### src/rtl/uart_pkg.sv
// Shared UART definitions: receiver FSM states, parity modes and default framing
// constants. The transmitter and the baud generator use the same defaults.
package uart_pkg;

  typedef enum logic [2:0] {
    ST_IDLE,
    ST_START,
    ST_DATA,
    ST_PARITY,
    ST_STOP
  } rx_state_t;

  localparam int PAR_NONE = 0;
  localparam int PAR_EVEN = 1;
  localparam int PAR_ODD  = 2;

  localparam int DEFAULT_OVS       = 16;
  localparam int DEFAULT_DATA_BITS = 8;

endpackage

### src/rtl/uart_rx_sync.sv
// Two-flop synchroniser for an asynchronous single-bit input. Both flops reset to
// RESET_VAL so that an idle-high line does not look active coming out of reset.
module uart_rx_sync #(
  parameter logic RESET_VAL = 1'b1
) (
  input  logic clk,
  input  logic reset,
  input  logic d,
  output logic q
);

  logic meta;

  // NOTE: non-blocking assignments make both flops sample together, forming a real two-stage chain.
  always_ff @(posedge clk) begin
    if (reset) begin
      meta <= RESET_VAL;
      q    <= RESET_VAL;
    end else begin
      meta <= d;
      q    <= meta;
    end
  end

endmodule

### src/rtl/uart_rx_param.sv
// Parametrised oversampled UART receiver with parity, framing and break reporting.
// Build option: define UART_RX_MAJORITY_EN for a 2-of-3 majority vote around each sample point.
module uart_rx_param
  import uart_pkg::*;
#(
  parameter int DATA_BITS = DEFAULT_DATA_BITS,
  parameter int OVS       = DEFAULT_OVS,
  parameter int PARITY    = PAR_NONE,
  parameter int STOP_BITS = 1,
  parameter int LSB_FIRST = 1
) (
  input  logic                 clk,
  input  logic                 reset,
  input  logic                 rx,
  input  logic                 s_tick,
  output logic [DATA_BITS-1:0] d_out,
  output logic                 rx_done_flag,
  output logic                 parity_err,
  output logic                 frame_err,
  output logic                 break_det
);

  localparam int SW = $clog2(OVS);
  localparam int NW = $clog2(DATA_BITS);

  localparam logic [SW-1:0] S_LAST      = SW'(OVS - 1);
  localparam logic [NW-1:0] N_DATA_LAST = NW'(DATA_BITS - 1);
  localparam logic [NW-1:0] N_STOP_LAST = NW'(STOP_BITS - 1);

  logic                 rx_s;
  logic                 bit_in;
  rx_state_t            state;
  logic [SW-1:0]        s;
  logic [NW-1:0]        n;
  logic [DATA_BITS-1:0] shreg;
  logic                 armed;
  logic                 par_bit;
  logic                 stop0;
  logic                 perr_acc;
  logic                 ferr_acc;
  logic                 s_last;
  logic                 ferr_now;

  uart_rx_sync #(.RESET_VAL(1'b1)) u_sync (
    .clk   (clk),
    .reset (reset),
    .d     (rx),
    .q     (rx_s)
  );

`ifdef UART_RX_MAJORITY_EN
  // Decisions fall one tick after the nominal mid point; since s restarts at each
  // decision, every later bit keeps the same one-tick offset.
  localparam logic [SW-1:0] S_START_DEC = SW'(OVS / 2);

  logic [1:0] hist;
  logic [2:0] win;

  always_ff @(posedge clk) begin
    if (reset) begin
      hist <= 2'b11;
    end else if (s_tick && state != ST_IDLE) begin
      hist <= {hist[0], rx_s};
    end
  end

  assign win    = {hist, rx_s};
  assign bit_in = (win[0] & win[1]) | (win[0] & win[2]) | (win[1] & win[2]);
`else
  localparam logic [SW-1:0] S_START_DEC = SW'(OVS / 2 - 1);

  assign bit_in = rx_s;
`endif

  assign s_last   = (s == S_LAST);
  assign ferr_now = ferr_acc | ~bit_in;

  always_ff @(posedge clk) begin
    if (reset) begin
      state        <= ST_IDLE;
      s            <= '0;
      n            <= '0;
      shreg        <= '0;
      armed        <= 1'b1;
      par_bit      <= 1'b0;
      stop0        <= 1'b0;
      perr_acc     <= 1'b0;
      ferr_acc     <= 1'b0;
      d_out        <= '0;
      rx_done_flag <= 1'b0;
      parity_err   <= 1'b0;
      frame_err    <= 1'b0;
      break_det    <= 1'b0;
    end else begin
      rx_done_flag <= 1'b0;
      parity_err   <= 1'b0;
      frame_err    <= 1'b0;
      break_det    <= 1'b0;

      case (state)
        ST_IDLE: begin
          s <= '0;
          n <= '0;
          if (rx_s) begin
            armed <= 1'b1;
          end else if (armed) begin
            state    <= ST_START;
            par_bit  <= 1'b0;
            perr_acc <= 1'b0;
            ferr_acc <= 1'b0;
          end
        end

        ST_START: if (s_tick) begin
          if (s == S_START_DEC) begin
            s     <= '0;
            state <= bit_in ? ST_IDLE : ST_DATA;
          end else begin
            s <= s + 1'b1;
          end
        end

        ST_DATA: if (s_tick) begin
          if (s_last) begin
            s <= '0;
            if (LSB_FIRST != 0) shreg <= {bit_in, shreg[DATA_BITS-1:1]};
            else                shreg <= {shreg[DATA_BITS-2:0], bit_in};
            if (n == N_DATA_LAST) begin
              n     <= '0;
              state <= (PARITY != PAR_NONE) ? ST_PARITY : ST_STOP;
            end else begin
              n <= n + 1'b1;
            end
          end else begin
            s <= s + 1'b1;
          end
        end

        ST_PARITY: if (s_tick) begin
          if (s_last) begin
            s        <= '0;
            par_bit  <= bit_in;
            perr_acc <= (^shreg ^ bit_in) != (PARITY == PAR_ODD);
            state    <= ST_STOP;
          end else begin
            s <= s + 1'b1;
          end
        end

        ST_STOP: if (s_tick) begin
          if (s_last) begin
            s <= '0;
            if (n == '0) stop0 <= bit_in;
            if (n == N_STOP_LAST) begin
              n            <= '0;
              state        <= ST_IDLE;
              rx_done_flag <= 1'b1;
              d_out        <= shreg;
              parity_err   <= perr_acc;
              frame_err    <= ferr_now;
              break_det    <= (shreg == '0) && !par_bit && ((n == '0) ? !bit_in : !stop0);
              // A framing error must see the line high before the next start is trusted.
              if (ferr_now) armed <= 1'b0;
            end else begin
              n        <= n + 1'b1;
              ferr_acc <= ferr_now;
            end
          end else begin
            s <= s + 1'b1;
          end
        end

        default: state <= ST_IDLE;
      endcase
    end
  end

endmodule

### config.mk
export PLATFORM = sky130hd
export DESIGN_NAME = uart_rx_param
export DESIGN_NICKNAME = d
export VERILOG_FILES = /design/src/rtl/uart_pkg.sv /design/src/rtl/uart_rx_sync.sv /design/src/rtl/uart_rx_param.sv
export SDC_FILE = /design/constraint.sdc
export NUM_CORES = 1
export LEC_CHECK = 0
export BUFFER_PORTS_ARGS = -buffer_cell sky130_fd_sc_hd__buf_2
export CORE_ASPECT_RATIO = 0.6
export CORE_UTILIZATION = 45
export DETAILED_ROUTE_END_ITERATION = 10
export GPL_TIMING_DRIVEN = 0
export PLACE_DENSITY = 0.62
export SETUP_SLACK_MARGIN = 0.02
export SLEW_MARGIN = 0
export SYNTH_ARGS = -nofsm -noshare
export SYNTH_HDL_FRONTEND = slang
export SYNTH_SLANG_ARGS = --single-unit
export TNS_END_PERCENT = 50
### constraint.sdc
create_clock -name clk -period 2.9 [get_ports clk]
set_clock_uncertainty 0.2 [all_clocks]
set_input_delay 0.58 -clock clk [delete_from_list [all_inputs] [get_ports clk]]
set_output_delay 0.58 -clock clk [all_outputs]
set_load 0.03 [all_outputs]
==> impl_metrics.tcl, run 1 <==
set metrics [dict create \
    drv_slew 0 \
    yosysSeqAreaShare 0.430 \
    cts_htree_levels 2 \
    ys_top_cells_by_area "dfxtp_1 (43%), nor2_1 (9.2%), a21oi_1 (7.8%), ha_1 (6.0%), nand3_1 (2.7%)" \
    cts_root_buf "clkbuf_8" \
    cts.sinks 36 \
    synthCells 209 \
    fin_tns_setup_ps 0 \
    coreArea_um2 3400 \
    crit_top_cell "nor2_1" \
    stdcell_count 275 \
    hold_viol_final 0 \
    synthSimpleGateAreaFrac 0.258 \
    max_stage_delay_ps 390 \
    port_buffers 13 \
    antenna_found_initial 0 \
    p_total_w 0.000890 \
    grt_pass1_wl_um 6300 \
    fmax_ghz 0.459 \
    synthAdderAreaFrac 0.0597 \
    status "complete, no violations" \
    layout.nets 241 \
    criticalPathCategory "reg -> reg" \
    power.leakage_nw 0.718 \
    rows 16 \
    synthMuxAreaShare 0.0179 \
    first_pass_iters 4 \
    worst_slew_pin_slew_ps 786 \
    syn_to_final_growth_pct 12.6 \
    dp_cells 267 \
    yosys.area_share.xor_xnor 0.0239 \
    synth_area_um2 1680 \
    initial_utilization 0.492 \
    layout_common_cells "nor2_1 (41), dfxtp_1 (36), a21oi_1 (26)" \
    wire_per_inst_um 13.3 \
    cp_max_fo 10 \
    power_density_nw_per_um2 472 \
    crit_chain "ha_1, and4_1, buf_2, nand3_1, clkbuf_1, nor2_1, a21oi_1, nor2_1" \
    endpoint_kind "flip-flop" \
    hp-class "reg -> reg" \
    layout_commonest_cell "nor2_1" \
    cts_setup_buffers 0 \
    clk_pin_slew_ps 70 \
    grt_max_degree 11 \
    cp_slowest_cell "clkbuf_1" \
    cts_tree "yes" \
    diodes 0 \
    route.vias.total 1474 \
    via_per_inst 5.36 \
    clock_latency_ps 280 \
    groute.usage.overall 0.209 \
    drt-total-wl_um 3650 \
    ctsResizeCount 0 \
    synth_top_area_frac 0.430 \
    period_needed_ps 2180 \
    postRouteAntennaNets 0 \
    cp.required_ps 2860 \
    peakVddDrop_mv 0.306 \
    setup_viol 0 \
    drt_iter0_drc 148 \
    die_y_um 49.3 \
    dpl.hpwl_um 2730 \
    first_global_vias 1346 \
    boundaryPins 16 \
    grt_overflow_total 0 \
    syn_nets 221 \
    arrival_ps 2140 \
    critPathLaunchType "flip-flop" \
    synth_compound_area_frac 0.157 \
    post-route-period-util 0.752 \
    die_w_um 80.8 \
    drive_gt1_frac 0.117 \
    rsz0062_at_grt "false" \
    synth_top_family_by_area "simple AND/OR/NAND/NOR gates" \
    numCtsBuffers 5 \
    synth-edff-count 0 \
    drc 0 \
    max_cap_violations 0 \
    setup_ws_ps 721 \
    async_flop_share 0 \
    yosysTopAreaCell "dfxtp_1" \
    place_congestion 0.851 \
    yosys_most_used_dff "dfxtp_1" \
    cts_buffer_depth 2 \
    fp.dieArea_um2 3980 \
    cts_hold_buf 0 \
    ys.warnings.count 0 \
    synth_cell_types 35 \
    max_slew_margin 0.471 \
    yosys_register_bits 36 \
    place_ws_ps 600 \
    synth_area_per_cell_um2 8.02 \
]
==> cell type report <==
class                           count  area, um2
Buffer                             11       45.0
Clock buffer                        8       90.1
Fill cell                         338       1520
Inverter                           12       45.0
Multi-Input combinational cell    150        865
Sequential cell                    36        721
Tap cell                           45       56.3
Timing Repair Buffer               13       65.1
==> worst max-delay path: cells and delay by family (launching register included) <==
family,cells,cell delay [ps]
and+or+nand+nor,4,580
buffers and inverters,2,540
DFF,1,330
adders and majority gates,1,260
AOI/OAI and AO/OA,1,130
==> cell usage after synthesis (all sizes together), types with 4 or more instances <==
master,n
dfxtp,36
o21ai,9
nand3,9
nor2,42
a21oi,26
clkbuf,8
nor2b,6
inv,12
nand2,11
ha,8
a31oi,4
==> path summary, 6_finish.rpt <==
| path | from | to | slack (ps) | cells past startpoint |
|---|---|---|---|---|
| worst min register to register | u_sync.meta$_SDFF_PP1_ | u_sync.q$_SDFF_PP1_ | 220 | 1 |
| worst max register to register | s[0]$_SDFFE_PP0P_ | shreg[4]$_SDFFE_PP0P_ | 720 | 8 |
| worst min-delay path | u_sync.meta$_SDFF_PP1_ | u_sync.q$_SDFF_PP1_ | 220 | 1 |
| worst max-delay path | s[0]$_SDFFE_PP0P_ | shreg[4]$_SDFFE_PP0P_ | 720 | 8 |
==> report_power, final <==
part	internal, W	switching (W)	total, W
clock	0.000194	0.000168	0.000362
combinational	0.0000105	0.0000204	0.0000309
sequential	0.000496	0.00000152	0.000498
==> sequential cells by signal (all words and copies together) (netlist names), 3 cells and up <==
| name | count |
|---|---|
| d_out | 8 |
| n | 3 |
| s | 4 |
| shreg | 8 |
| state | 3 |
==> through the flow <==
| step | util | hold WS, ps | area (um2) |
|---|---|---|---|
| 4_1_cts | 0.554 | 224 | 1890 |
| 6_report | 0.554 | 219 | 1890 |
| 2_1_floorplan | - | 189 | 1680 |
| 3_5_place_dp | 0.528 | 208 | 1800 |
| 5_1_grt | 0.554 | 228 | 1890 |
| 3_3_place_gp | 0.528 | 192 | 1800 |
==> kinds of logic (layout without fill, tap and decap cells) <==
logic type | after synthesis | after routing
adders and majority gates | 8 | 8
DFF | 36 | 36
xor gates and xnor gates | 3 | 3
muxes | 3 | 3
AOI/OAI and AO/OA | 46 | 46
and+or+nand+nor | 90 | 90
buffers and inverters | 23 | 44
==> layer usage <==
layer / up-vias / routed length [um] / GRT usage
li1: 748 / - / -
met1: 676 / 2040 / 0.317
met2: 43 / 1360 / 0.281
met3: 7 / 215 / 0.0579
met4: 0 / 35 / 0.0625
met5: - / 0 / 0
(Power assumes the default switching activity.)
==> run 2, diff against run 1 <==
--- a/config.mk
+++ b/config.mk
@@ -10,7 +10,7 @@
 export CORE_UTILIZATION = 45
 export DETAILED_ROUTE_END_ITERATION = 10
 export GPL_TIMING_DRIVEN = 0
-export PLACE_DENSITY = 0.62
+export PLACE_DENSITY = 0.65
 export SETUP_SLACK_MARGIN = 0.02
 export SLEW_MARGIN = 0
 export SYNTH_ARGS = -nofsm -noshare
==> constraint.sdc (replaced) <==
create_clock -name clk -period 2 [get_ports clk]
set_clock_uncertainty 0.2 [all_clocks]
set_input_delay 0.4 -clock clk [delete_from_list [all_inputs] [get_ports clk]]
set_output_delay 0.4 -clock clk [all_outputs]
set_load 0.03 [all_outputs]
==> run 2 against run 1 <==
Effect of this change: the flow now finishes with violations (negative setup slack); maximum frequency up 6.4%; die area did not move; routed wire length grew 4.3%; flip-flop and latch count stayed put; critical endpoint is now state[1]$_SDFFE_PP0P_.
==> impl_metrics.tcl, run 2 (synthesis gave the netlist of run 1 again) <==
set metrics [dict create \
    status "complete, but fails checks" \
    violations "negative setup slack" \
    cts_buffer_depth 2 \
    arrival_ps 2070 \
    drive_gt1_frac 0.233 \
    coreArea_um2 3400 \
    rsz0062_at_grt "true" \
    grt_overflow_total 0 \
    route.vias.total 1489 \
    rows 16 \
    via_per_inst 5.38 \
    fin_tns_setup_ps -69.0 \
    power_density_nw_per_um2 657 \
    syn_to_final_growth_pct 19.0 \
    grt_max_degree 12 \
    cts_root_buf "clkbuf_8" \
    cp_slowest_cell "or4b_4" \
    power.share.clock 0.411 \
    cts_htree_levels 2 \
    boundaryPins 16 \
    critPathLaunchType "flip-flop" \
    wire_per_inst_um 13.8 \
    max_cap_violations 0 \
    max_stage_delay_ps 500 \
    fmax_ghz 0.488 \
    p_switching_w 0.000299 \
    pwr-share-comb 0.037 \
    power.leakage_nw 0.746 \
    first_global_vias 1285 \
    place_congestion 0.839 \
    criticalPathCategory "reg -> reg" \
    place_ws_ps -145 \
    cp_max_fo 3 \
    groute.usage.overall 0.218 \
    diodes 0 \
    setup_viol 2 \
    endpoint_kind "flip-flop" \
    critical_path.top_delay_family "simple AND/OR/NAND/NOR gates" \
    die_y_um 49.3 \
    swShare 0.228 \
    layout_commonest_cell "nor2_1" \
    initial_utilization 0.492 \
    cts_tree "yes" \
    first_pass_iters 5 \
    worst_slew_pin_slew_ps 506 \
    port_buffers 13 \
    intPower_w 0.00101 \
    crit_chain "inv_2, ha_1, and2b_2, o22ai_4, a221o_1, or4b_4, a21oi_2" \
    hold_viol_final 0 \
    dpl.hpwl_um 2580 \
    postRouteAntennaNets 0 \
    cts.sinks 36 \
    peakVddDrop_mv 0.400 \
    antenna_found_initial 0 \
    setup_ws_ps -47.8 \
    drv_slew 0 \
    drc 0 \
    die_w_um 80.8 \
    cts_hold_buf 0 \
    layout.nets 243 \
    clk_pin_slew_ps 70 \
    power_frac_seq 0.552 \
    numCtsBuffers 5 \
    crit_buf_inv 1 \
    drt_iter0_drc 135 \
    max_slew_margin 0.660 \
    hp-class "in -> reg" \
    fp.dieArea_um2 3980 \
    drt-total-wl_um 3810 \
    period_needed_ps 2050 \
    p_total_w 0.00131 \
    cp.required_ps 2020 \
    grt_pass1_wl_um 6250 \
    clock_latency_ps 290 \
    top_regs "d_out (8), shreg (8), s (4)" \
    layout_common_cells "nor2_1 (40), dfxtp_1 (30), a21oi_1 (25)" \
    post-route-period-util 1.02 \
]
==> run 2: cell types whose count changed in the layout (fill, tap and decap cells not counted), sizes merged <==
cell	change
buf	+4
clkbuf	-4
clkinv	+2
==> run 2: final timing paths <==
path | start | endpoint | slack (ps) | cells after the start
min | rx | u_sync.meta$_SDFF_PP1_ | 90 | 2
min reg2reg | u_sync.meta$_SDFF_PP1_ | u_sync.q$_SDFF_PP1_ | 220 | 1
max | n[0]$_SDFFE_PP0P_ | state[1]$_SDFFE_PP0P_ | -50 | 7
max reg2reg | n[0]$_SDFFE_PP0P_ | state[1]$_SDFFE_PP0P_ | -50 | 7
==> run 2: power groups by stage <==
stage | sequential, W | combinational (W) | clock (W)
2_1_floorplan | 0.000738 | 0.0000332 | 0
3_3_place_gp | 0.000738 | 0.0000449 | 0
3_5_place_dp | 0.000738 | 0.0000454 | 0
4_1_cts | 0.000721 | 0.0000476 | 0.000552
5_1_grt | 0.000724 | 0.0000532 | 0.000583
6_report | 0.000724 | 0.0000483 | 0.000539
==> run 2: area by class of cell <==
type	instances	area [um2]
Buffer	10	50.0
Clock buffer	6	82.6
Clock inverter	2	10.0
Fill cell	337	1410
Inverter	12	45.0
Multi-Input combinational cell	150	931
Sequential cell	36	728
Tap cell	45	56.3
Timing Repair Buffer	16	91.3
==> run 2: per-stage QoR <==
stage / util / instance area (um2) / instances / hold slack [ps]
after floorplan: - / 1680 / 209 / 189
after global placement: 0.528 / 1800 / 267 / 196
after detailed placement: 0.528 / 1800 / 267 / 197
after CTS: 0.566 / 1930 / 277 / 80.1
after global routing: 0.586 / 1990 / 277 / 84.3
final: 0.586 / 1990 / 277 / 88.9
==> run 2: metal layers <==
metal	vias to the layer above	wire, um	global-route usage
met5	-	0	0
met4	0	41	0.0893
met3	4	264	0.0617
met2	47	1470	0.274
met1	681	2040	0.336
li1	757	-	-
==> run 2: timing repair <==
item,4_1_cts,5_1_grt
pin swaps,1,1
setup endpoints to repair,22,27
gates resized for setup,8,23
buffers inserted,2,1
==> run 3, diff against run 2 <==
--- a/config.mk
+++ b/config.mk
@@ -11,7 +11,6 @@
 export DETAILED_ROUTE_END_ITERATION = 10
 export GPL_TIMING_DRIVEN = 0
 export PLACE_DENSITY = 0.65
-export SETUP_SLACK_MARGIN = 0.02
 export SLEW_MARGIN = 0
 export SYNTH_ARGS = -nofsm -noshare
 export SYNTH_HDL_FRONTEND = slang
==> run 3 against run 2 <==
Effect of this change: the flow still finishes with violations (negative setup slack); critical path depth unchanged; total power about the same; global-route usage unchanged; largest cell class unchanged.
==> impl_metrics.tcl, run 3 (synthesis gave the netlist of run 1 again) <==
set metrics [dict create \
    max_cap_violations 0 \
    holdPathStages 2 \
    criticalPathCategory "reg -> reg" \
    rsz0062_at_grt "true" \
    die_y_um 49.3 \
    p_total_w 0.00131 \
    layout_common_cells "nor2_1 (40), dfxtp_1 (30), a21oi_1 (25)" \
    place_ws_ps -145 \
    worstSetupEndpoint "state[1]$_SDFFE_PP0P_" \
    coreArea_um2 3400 \
    cts_htree_levels 2 \
    fmax_ghz 0.488 \
    fin_hold_ws_ps 88.9 \
    period_needed_ps 2050 \
    numCtsBuffers 5 \
    boundaryPins 16 \
    groute.usage.overall 0.218 \
    layout_commonest_cell "nor2_1" \
    drt_iter0_drc 135 \
    worstReg2RegStart "n[0]$_SDFFE_PP0P_" \
    fin_util 0.586 \
    layout.nets 243 \
    port_buffers 13 \
    violations "negative setup slack" \
    critPathLaunchType "flip-flop" \
    place_congestion 0.839 \
    top_regs "d_out (8), shreg (8), s (4)" \
    cp.required_ps 2020 \
    status "complete, but fails checks" \
    via_per_inst 5.39 \
    wire_per_inst_um 13.8 \
    cts_tree "yes" \
    cts.sinks 36 \
    drt-total-wl_um 3820 \
    fp.dieArea_um2 3980 \
    first_global_vias 1285 \
    clock_latency_ps 290 \
    antenna_found_initial 0 \
    hold_viol_final 0 \
    power.leakage_nw 0.746 \
    route.vias.total 1492 \
    endpoint_kind "flip-flop" \
    arrival_ps 2070 \
    grt_max_degree 12 \
    drv_slew 0 \
    setup_ws_ps -47.6 \
    postRouteAntennaNets 0 \
    cts_buffer_depth 2 \
    dp_cells 267 \
    cts_hold_buf 0 \
    r2r_cells 7 \
    grt_overflow_total 0 \
    initial_utilization 0.492 \
    rows 16 \
    drc 0 \
    stdcell_count 277 \
    clk_pin_slew_ps 70 \
    max_slew_margin 0.660 \
    dpl.hpwl_um 2580 \
    cp-startpoint "n[0]$_SDFFE_PP0P_" \
    ff2ff_setup_slack_ps -50 \
    post-route-period-util 1.02 \
    power_density_nw_per_um2 657 \
    drive_gt1_frac 0.233 \
    syn_to_final_growth_pct 19.0 \
    peakVddDrop_mv 0.400 \
    setup_viol 2 \
    r2r-end "state[1]$_SDFFE_PP0P_" \
    cts_root_buf "clkbuf_8" \
    cp_max_fo 3 \
    die_w_um 80.8 \
    diodes 0 \
    first_pass_iters 5 \
    hp-class "in -> reg" \
    grt_pass1_wl_um 6250 \
    worst_slew_pin_slew_ps 506 \
]
## run 3: changes by cell type in the layout (fill, tap and decap cells not counted), sizes merged
cell    previous run  this run
clkbuf            12        13
buf               20        19
## run 3: area by class of cell
class / count / area [um2]
sequential: 36 / 728
fill: 337 / 1410
tap: 45 / 56.3
inverter: 12 / 45.0
buffer: 10 / 50.0
clock inverter: 2 / 10.0
multi-input combinational: 150 / 931
timing repair buffer: 16 / 91.3
clock buffer: 6 / 82.6
## run 3: layer usage
| layer | track usage | up-vias | part of all wire |
|---|---|---|---|
| met5 | 0 | - | 0 |
| met4 | 0.0893 | 0 | 0.011 |
| met3 | 0.0617 | 4 | 0.071 |
| met2 | 0.274 | 49 | 0.39 |
| met1 | 0.336 | 682 | 0.53 |
| li1 | - | 757 | - |
## run 3: power breakdown
part           leakage [nW]  switching [W]  total [W]  internal, W
clock                0.0510       0.000264   0.000539     0.000275
sequential            0.294     0.00000442   0.000724     0.000719
combinational         0.401      0.0000304  0.0000483    0.0000179
total                 0.746       0.000299    0.00131      0.00101
## run 3: timing repair
action / CTS / global route
setup endpoints to repair: 18 / 26
setup buffers: 2 / 1
pin swaps: 1 / 1
gates resized for setup: 8 / 22
## run 3: how the worst min path moves through the flow
stage	from	endpoint	slack [ps]
finish	rx	u_sync.meta$_SDFF_PP1_	90
global route	rx	u_sync.meta$_SDFF_PP1_	80
CTS	rx	u_sync.meta$_SDFF_PP1_	80
detailed placement	u_sync.meta$_SDFF_PP1_	u_sync.q$_SDFF_PP1_	200
global placement	u_sync.meta$_SDFF_PP1_	u_sync.q$_SDFF_PP1_	200
floorplan	u_sync.meta$_SDFF_PP1_	u_sync.q$_SDFF_PP1_	190
## run 3: through the flow
stage / area (um2) / setup TNS, ps
after global placement: 1800 / -957
after floorplan: 1680 / 0
final: 1990 / -68.8
after global routing: 1990 / -149
after CTS: 1930 / -21.3
after detailed placement: 1800 / -1010
## run 3: worst max-delay path, stage by stage, from the launching register on
cell     delay, ps
dfxtp_2        340
inv_2           50
ha_1           140
and2b_2        180
o22ai_4         80
a221o_1        380
or4b_4         500
a21oi_2        120
